`config.mk`:
```
export PLATFORM = sky130hd
export DESIGN_NAME = decode_stage
export DESIGN_NICKNAME = d
export VERILOG_FILES = /design/src/rtl/decode_stage.sv
export SDC_FILE = /design/constraint.sdc
export NUM_CORES = 1
export LEC_CHECK = 0
export ABC_AREA = 1
export CAP_MARGIN = 20
export CORE_UTILIZATION = 30
export DETAILED_ROUTE_END_ITERATION = 10
export GPL_TIMING_DRIVEN = 0
export PLACE_DENSITY_LB_ADDON = 0.1
export SLEW_MARGIN = 20
export SYNTH_ARGS = -nofsm -noshare
export SYNTH_HDL_FRONTEND = slang
export SYNTH_SLANG_ARGS = --single-unit
```
`constraint.sdc`:
```
create_clock -name clock -period 3.85 [get_ports clock]
set_input_delay 0.5775 -clock clock [delete_from_list [all_inputs] [get_ports clock]]
set_output_delay 0.5775 -clock clock [all_outputs]
set_load 0.02 [all_outputs]
```
`src/rtl/decode_stage.sv`:
```
// Instruction decode stage feeding the ID/EX register; optional macro DECODE_WB_BYPASS_EN forwards same-cycle writeback data.
// Latency: 1 cycle from accepted instruction to ex_valid; register-file addresses are driven combinationally from if_instr.
// Backpressure: if_ready drops on execute stall, load-use hazard, flush, reset, or (without bypass) a same-cycle writeback to a source.
module decode_stage #(
  parameter int DATA_W     = 32,
  parameter int REG_ADDR_W = 5
) (
  input  logic                  clock,
  input  logic                  reset,
  input  logic                  if_valid,
  input  logic [DATA_W-1:0]     if_instr,
  output logic                  if_ready,
  output logic [REG_ADDR_W-1:0] rf_read_reg1,
  output logic [REG_ADDR_W-1:0] rf_read_reg2,
  input  logic [DATA_W-1:0]     rf_read_data1,
  input  logic [DATA_W-1:0]     rf_read_data2,
  input  logic                  wb_reg_write,
  input  logic [REG_ADDR_W-1:0] wb_write_reg,
  input  logic [DATA_W-1:0]     wb_write_data,
  input  logic                  flush,
  input  logic                  ex_ready,
  output logic                  ex_valid,
  output logic [5:0]            ex_opcode,
  output logic [5:0]            ex_funct,
  output logic [DATA_W-1:0]     ex_rs_data,
  output logic [DATA_W-1:0]     ex_rt_data,
  output logic [DATA_W-1:0]     ex_imm,
  output logic [REG_ADDR_W-1:0] ex_dest_reg,
  output logic                  ex_reg_write,
  output logic                  ex_mem_read
);

  localparam logic [5:0] OP_RTYPE = 6'h00;
  localparam logic [5:0] OP_BEQ   = 6'h04;
  localparam logic [5:0] OP_ADDI  = 6'h08;
  localparam logic [5:0] OP_SLTI  = 6'h0A;
  localparam logic [5:0] OP_ANDI  = 6'h0C;
  localparam logic [5:0] OP_ORI   = 6'h0D;
  localparam logic [5:0] OP_LW    = 6'h23;
  localparam logic [5:0] OP_SW    = 6'h2B;

  logic [5:0]            opcode;
  logic [REG_ADDR_W-1:0] rs, rt, rd;
  logic [REG_ADDR_W-1:0] dec_dest;
  logic                  dec_reg_write, dec_mem_read, uses_rt, zero_ext;
  logic [DATA_W-1:0]     imm_ext, rs_op, rt_op;
  logic                  wb_hit_rs, wb_hit_rt, wb_stall;
  logic                  hazard, advance, transfer;

  assign opcode       = if_instr[31:26];
  assign rs           = if_instr[25:21];
  assign rt           = if_instr[20:16];
  assign rd           = if_instr[15:11];
  assign rf_read_reg1 = rs;
  assign rf_read_reg2 = rt;

  // Opcode decode: destination, write/load flags, rt usage and immediate extension kind.
  always_comb begin
    dec_dest      = '0;
    dec_reg_write = 1'b0;
    dec_mem_read  = 1'b0;
    uses_rt       = 1'b0;
    zero_ext      = 1'b0;
    case (opcode)
      OP_RTYPE: begin dec_dest = rd; dec_reg_write = 1'b1; uses_rt = 1'b1; end
      OP_LW:    begin dec_dest = rt; dec_reg_write = 1'b1; dec_mem_read = 1'b1; end
      OP_SW,
      OP_BEQ:   uses_rt = 1'b1;
      OP_ADDI,
      OP_SLTI:  begin dec_dest = rt; dec_reg_write = 1'b1; end
      OP_ANDI,
      OP_ORI:   begin dec_dest = rt; dec_reg_write = 1'b1; zero_ext = 1'b1; end
      default:  ;
    endcase
  end

  assign imm_ext = zero_ext ? {{(DATA_W-16){1'b0}}, if_instr[15:0]}
                            : {{(DATA_W-16){if_instr[15]}}, if_instr[15:0]};

  // A writeback to register 0 never matches: $0 always reads as zero.
  assign wb_hit_rs = wb_reg_write && (wb_write_reg == rs) && (rs != '0);
  assign wb_hit_rt = wb_reg_write && (wb_write_reg == rt) && (rt != '0);

  // Operand selection; register 0 is forced to zero ahead of any bypass.
`ifdef DECODE_WB_BYPASS_EN
  always_comb begin
    wb_stall = 1'b0;
    rs_op    = (rs == '0) ? '0 : (wb_hit_rs ? wb_write_data : rf_read_data1);
    rt_op    = (rt == '0) ? '0 : (wb_hit_rt ? wb_write_data : rf_read_data2);
  end
`else
  // Without forwarding, wait one cycle so the register file holds the new value.
  logic unused_wb_data;
  assign unused_wb_data = ^wb_write_data;
  always_comb begin
    wb_stall = wb_hit_rs || (uses_rt && wb_hit_rt);
    rs_op    = (rs == '0) ? '0 : rf_read_data1;
    rt_op    = (rt == '0) ? '0 : rf_read_data2;
  end
`endif

  assign hazard = ex_valid && ex_mem_read && (ex_dest_reg != '0) &&
                  ((ex_dest_reg == rs) || (uses_rt && (ex_dest_reg == rt)));

  assign advance  = !ex_valid || ex_ready;
  assign if_ready = !reset && advance && !hazard && !flush && !wb_stall;
  assign transfer = if_valid && if_ready;

  // ID/EX register: flush kills, accepted instruction loads, empty advance leaves a bubble.
  always_ff @(posedge clock or posedge reset) begin
    if (reset) begin
      ex_valid     <= 1'b0;
      ex_opcode    <= '0;
      ex_funct     <= '0;
      ex_rs_data   <= '0;
      ex_rt_data   <= '0;
      ex_imm       <= '0;
      ex_dest_reg  <= '0;
      ex_reg_write <= 1'b0;
      ex_mem_read  <= 1'b0;
    end else if (flush) begin
      ex_valid <= 1'b0;
    end else if (advance) begin
      if (transfer) begin
        ex_valid     <= 1'b1;
        ex_opcode    <= opcode;
        ex_funct     <= if_instr[5:0];
        ex_rs_data   <= rs_op;
        ex_rt_data   <= rt_op;
        ex_imm       <= imm_ext;
        ex_dest_reg  <= dec_dest;
        ex_reg_write <= dec_reg_write && (dec_dest != '0);
        ex_mem_read  <= dec_mem_read;
      end else begin
        ex_valid <= 1'b0;
      end
    end
  end

endmodule

```
==> results of run 1 <==
## stage by stage
stage / TNS (ns) / instances / instance area, um2 / setup WS [ns]
floorplan: 0 / 699 / 5243 / 0.6568
global placement: -76.42 / 1151 / 7840 / -1.385
detailed placement: 0 / 1154 / 7900 / 0.2904
CTS: 0 / 1169 / 8199 / 0.2745
global route: 0 / 1169 / 8199 / 0.1286
finish: 0 / 1169 / 8199 / 0.3150
## power breakdown
group | internal, mW | leakage [nW] | switching [mW]
Sequential | 1.17 | 1.19 | 0.106
Combinational | 0.625 | 2.96 | 0.619
Clock | 0.535 | 0.145 | 0.382
Total | 2.33 | 4.29 | 1.11
## layout make-up
cell class | instances | area, um2 | share of cell area
plain buffers | 78 | 494.2 | 0.06028
well taps | 220 | 275.3 | 0.03357
repair buffers | 235 | 2382 | 0.2906
clock inverters | 3 | 42.54 | 0.005188
flip-flops and latches | 95 | 2377 | 0.2899
clock buffers | 12 | 256.5 | 0.03128
multi-input cells | 440 | 2044 | 0.2494
inverters | 86 | 326.6 | 0.03983
## layout by cell type (no fill, tap or decap), drive strengths merged, types with 10 or more instances in the layout
master	Yosys	layout
buf	63	66
clkbuf	15	27
clkdlybuf4s50	0	232
dfrtp	95	95
inv	86	85
nand2	285	285
nand3	14	14
nand4	95	95
nor2	20	20
xor2	10	10
## final timing paths
| check | start | endpoint | slack, ns | depth (start not counted) |
|---|---|---|---|---|
| setup / recovery | reset | if_ready | 0.31 | 9 |
| hold / removal | ex_rs_data[6] | ex_rs_data[6] | 0.47 | 2 |
| setup reg to reg | ex_dest_reg[2] | ex_imm[9] | 1.99 | 9 |
| hold reg to reg | ex_rs_data[6] | ex_rs_data[6] | 0.47 | 2 |
| max in group asynchronous | reset | ex_reg_write | 2.62 | 4 |
| min in group asynchronous | reset | ex_funct[3] | 0.55 | 2 |
## worst max-delay path, delay by kind of cell
kind | cells | cell delay [ns]
and+or+nand+nor | 3 | 0.37
buffers and inverters | 6 | 1.98
## per-layer routing
layer	track usage	wire (um)	up-vias
li1	-	-	2666
met1	0.2673	8041	2334
met2	0.3161	8001	137
met3	0.04422	949	15
met4	0.05306	221	0
met5	0	0	-
## kinds of logic after synthesis
| logic type | Yosys count |
|---|---|
| buffers and inverters | 164 |
| xor gates and xnor gates | 17 |
| AOI/OAI and AO/OA | 6 |
| and+or+nand+nor | 417 |
| DFF | 95 |
==> results by group, run 1 <==
GRT
  – Vias in the first global route: 5063
  – First-pass GRT wire length: 27.54 mm
  – GRT Util Overall: 0.1972
  – Largest net degree at the start of global routing: 31
  – Initial antenna violation count: 0
  – Grt ovf: 0

Clock tree
  – PostCTS Resize Cnt: 0
  – TritonCTS clock tree: built
  – Clock latency on the worst-skew pair: 0.34 ns
  – TritonCTS Buffers: 9
  – Number of post-CTS setup repair buffers: 0
  – Root buf cell: clkbuf_16
  – Clk slew on worst S/H paths: 0.06 ns
  – Hold-fix buffers, CTS: 0
  – Clk sinks: 95
  – Clock tree buffer depth: 2
  – CTS H-tree depth: 3

Routing
  – Remaining routing DRC violations: 0
  – Total number of vias: 5152
  – Final wirelength: 17.21 mm
  – Pre-Repair DR Iteration Count: 4
  – Drt wl/cell: 14.72 um
  – Final ANT Viol Nets: 0
  – DR vias/cell: 4.407
  – Iter 0 DRT Violations: 209

Power
  – Leak Pwr: 4.295 nW
  – Total Power: 3.434 mW
  – VDD IR-drop max: 0.2396 mV
  – Power per cell area: 418.9 nW/um2

Layout
  – Final #Nets: 1084
  – Antenna cells: 0
  – Fin util: 0.4875
  – Filler Cell Count: 1715
  – Share of cells above drive strength 1: 0.09168
  – Regs by FF count: ex_rs_data x32, ex_rt_data x32, ex_imm x12
  – Layout area overhead: 56.51%

STA
  – Max-slew headroom: 0.5914
  – Clock skew: 0.007440 ns
  – Tmin final: 3.535 ns
  – Min Hold Slack: 0.4676 ns
  – Max Transition Viols Final: 0
  – Max Clock Freq: 282.9 MHz
  – RSZ-0062 raised after global routing: no
  – Final setup fails: 0
  – Slew @ Worst Pin: 0.6128 ns
  – Hold Vio Cnt, Final: 0
  – Fin crit share: 0.9182

Floorplanning
  – Row count: 47
  – CORE AREA: 16820 um2
  – Die area: 17990 um2
  – Num ports: 266
  – Chip height: 134.1 um
  – Initial Utilization: 0.3115
  – Die width: 134.1 um

Run
  – Max_cap viols: 0

Logic synthesis
  – Compound-Gate Fraction of Synth Area: 0.007165
  – Post-Synth Simple-Gate Area: 0.3547
  – Synth Area in Adders: 0
  – Synth cell count leaders: nand2_1 (283), dfrtp_1 (95), nand4_1 (94)
  – Gate Count Post-Synth: 699
  – Synth Area in XOR/XNOR: 0.02842
  – YS warnings: 0
  – Async SR Flop Fraction: 1.000
  – EDFF count, synth: 0
  – Top cell type by total area after synthesis: dfrtp_1
  – Yosys cell types: 26
  – Mux share of post-synthesis cell area: 0
  – Synth Cell Area: 5239 um2
  – Top_reg_cell synth: dfrtp_1
  – Post-synthesis sequential area ratio: 0.4538
  – Syn_nets: 838
  – Syn Area/Cell: 7.495 um2
  – Combinational family with the most area after synthesis: simple AND/OR/NAND/NOR gates
  – Top-count cell post-synth: nand2_1
  – Top cells by area, synth: dfrtp_1 (45%), nand2_1 (20%), nand4_1 (11%), inv_1 (6.1%), buf_4 (5.7%)
  – #FFs+latches synth: 95
  – Synth top area share: 0.4538

Worst setup path
  – Worst endpoint required time: 3.27 ns
  – Startpoint Class: input port
  – Worst setup path class: input port to output pin
  – Worst-path cell chain: clkdlybuf4s50_1, clkinvlp_4, buf_12, buf_12, nand3_1, inv_1, nand2_1, nor2_1, clkdlybuf4s50_1
  – Crit path DAT: 2.96 ns
  – Endpoint class of the critical path: output pin
  – CP max stage delay: 0.67 ns
  – Cell with the largest stage delay on the worst path: clkdlybuf4s50_1
  – Crit-path max FO: 30

Outcome
  – Status: finished, final reports clean

Place
  – IO buf count: 232
  – Placer congestion estimate: 0.7876
  – Final HPWL DP: 12.89 mm

Worst hold path
  – Tightest Hold Check Type: flip-flop to flip-flop
Power figures use the tool's default switching activity.
==> run 2, diff against run 1 <==
HOLD_SLACK_MARGIN = 0.05   (was default)
==> results of run 2 <==
Final layout, timing and power as in run 1 (identical DEF).
==> run 3, diff against run 2 <==
CELL_PAD_IN_SITES_DETAIL_PLACEMENT = 0   (was default)
CELL_PAD_IN_SITES_GLOBAL_PLACEMENT = 1   (was default)
CORE_UTILIZATION = 25   (was 30)
==> run 3 against run 2 <==
Against the previous run: wire length grew 8.0%; hold slack got worse by 0.0041 ns; fmax up 1.9%; critical endpoint unchanged; sequential share of layout area decreased by 0.36 points; register-to-register slack hardly changed; critical path depth unchanged; sequential power about the same; final area rose by 1.3%.
==> results by group, run 3 (synthesized netlist as in run 1, its figures left out) <==
Clock tree
  – Root buf cell: clkbuf_16
  – TritonCTS Buffers: 9
  – Clock latency on the worst-skew pair: 0.35 ns
  – Clk sinks: 95
  – Clock tree buffer depth: 2
  – CTS H-tree depth: 3
  – TritonCTS clock tree: built
  – PostCTS Resize Cnt: 0
  – Clk slew on worst S/H paths: 0.07 ns

STA
  – RSZ-0062 raised after global routing: no
  – Max Clock Freq: 288.4 MHz
  – Fin crit share: 0.9006
  – Max Transition Viols Final: 0
  – Min Hold Slack: 0.4635 ns
  – Setup TNS: 0 ns
  – Final setup fails: 0
  – Tmin final: 3.467 ns
  – Post-route setup slack: 0.3826 ns
  – Clock skew: 0.01184 ns
  – Slew @ Worst Pin: 0.6611 ns
  – Max-slew headroom: 0.5593
  – Hold Vio Cnt, Final: 0

Layout
  – Regs by FF count: ex_rs_data x32, ex_rt_data x32, ex_imm x12
  – Final #Nets: 1085
  – Most frequent cells in the layout: nand2_1 (283), clkdlybuf4s50_1 (232), dfrtp_1 (95)
  – Final Non-Filler Cells: 1221
  – Share of cells above drive strength 1: 0.09359
  – Layout area overhead: 58.49%
  – Commonest non-fill, non-tap cell in the layout: nand2_1
  – Antenna cells: 0

Worst setup path
  – Worst setup path class: input port to output pin
  – Crit. Startpoint: if_instr[23]
  – Crit path DAT: 2.89 ns
  – CP max stage delay: 0.68 ns
  – Crit-path max FO: 6
  – Endpoint class of the critical path: output pin
  – Worst path bufs/invs: 3
  – Top Family by Delay on Critical Path: buffers and inverters
  – Startpoint Class: input port
  – Worst-path cell chain: clkdlybuf4s50_1, nor2_1, nand4_1, nand2_1, inv_1, nand3_1, a21oi_1, nor2_1, clkdlybuf4s50_1
  – Worst endpoint required time: 3.27 ns
  – Worst flop-to-flop path startpoint: ex_dest_reg[1]
  – Cell with the largest stage delay on the worst path: clkdlybuf4s50_1

Place
  – Placer congestion estimate: 0.7475
  – Placed Instances: 1204
  – Final HPWL DP: 14.00 mm
  – IO buf count: 232
  – Pre-CTS WS: 0.1340 ns

GRT
  – First-pass GRT wire length: 29.42 mm
  – Largest net degree at the start of global routing: 32
  – Grt ovf: 0
  – Initial antenna violation count: 0
  – GRT Util Overall: 0.1766
  – Vias in the first global route: 5164

Routing
  – Final wirelength: 18.60 mm
  – Pre-Repair DR Iteration Count: 4
  – Total number of vias: 5173
  – Final ANT Viol Nets: 0
  – Drt wl/cell: 15.23 um
  – Iter 0 DRT Violations: 196
  – DR vias/cell: 4.237
  – Remaining routing DRC violations: 0

Power
  – VDD IR-drop max: 0.2178 mV
  – Leak Pwr: 4.314 nW
  – Power per cell area: 425.2 nW/um2
  – Total Power: 3.531 mW

Floorplanning
  – Num ports: 266
  – Chip height: 146.8 um
  – CORE AREA: 20360 um2
  – Initial Utilization: 0.2572
  – Die width: 146.8 um
  – Die area: 21540 um2
  – Row count: 52

Outcome
  – Status: finished, final reports clean

Run
  – Max_cap viols: 0

Worst hold path
  – Tightest Hold Check Type: input port to asynchronous set/reset pin
==> run 3: changes by cell type in the layout (fill, tap and decap cells not counted), sizes merged <==
| cell | before | now |
|---|---|---|
| buf | 66 | 67 |
| inv | 85 | 86 |
| clkinv | 1 | 0 |
| bufinv | 1 | 2 |
==> run 3: path summary, 6_finish.rpt <==
kind	to	depth (start not counted)	slack (ns)
worst min-delay path	ex_funct[1]	2	0.46
worst max-delay path	if_ready	9	0.38
worst max register to register	ex_opcode[4]	12	1.99
worst min register to register	ex_rt_data[9]	2	0.47
min in group clock	ex_rt_data[9]	2	0.47
max in group asynchronous	ex_dest_reg[4]	4	2.74
==> run 3: repair_timing <==
action / in CTS / in global routing
buffers inserted: 0 / 1
hold buffers: 0 / 0
endpoints found under the setup margin: 0 / 1
==> run 3: power breakdown <==
part	internal (mW)	switching (mW)	total [mW]
Clock	0.608	0.399	1.01
Combinational	0.626	0.624	1.25
Sequential	1.17	0.108	1.27
==> run 3: metrics by stage <==
step | cell area [um2] | utilization
2_1_floorplan | 5243 | -
3_3_place_gp | 7903 | 0.3881
3_5_place_dp | 7963 | 0.3910
4_1_cts | 8295 | 0.4073
5_1_grt | 8303 | 0.4077
6_report | 8303 | 0.4077
==> run 3: per-layer routing <==
layer | GRT usage | part of all wire | vias to the layer above | wire (um)
met4 | 0.04167 | 0.0091 | 0 | 169
met5 | 0 | 0 | - | 0
met3 | 0.04472 | 0.057 | 9 | 1069
met1 | 0.2364 | 0.48 | 2360 | 8868
li1 | - | - | 2669 | -
met2 | 0.2844 | 0.46 | 135 | 8490
==> run 3: worst reg2reg max path, stage by stage, from the launching register on <==
cell and delay, ns:
dfrtp_1 0.42, inv_1 0.12, nand2_1 0.06, nand2_1 0.05
nand2_1 0.05, nor2_1 0.09, nand3_1 0.08, nand2_1 0.11
nand2_2 0.09, nand4_4 0.14, clkbuf_1 0.41, nand2_1 0.10
nand2_1 0.08
==> run 3: final cells by class <==
type / instances / area [um2]
Multi-Input combinational cell: 440 / 2044
Buffer: 78 / 494.2
Fill cell: 2134 / 12060
Tap cell: 270 / 337.8
Inverter: 86 / 326.6
Timing Repair Buffer: 236 / 2390
Clock buffer: 12 / 256.5
Sequential cell: 95 / 2377
Clock inverter: 4 / 76.32
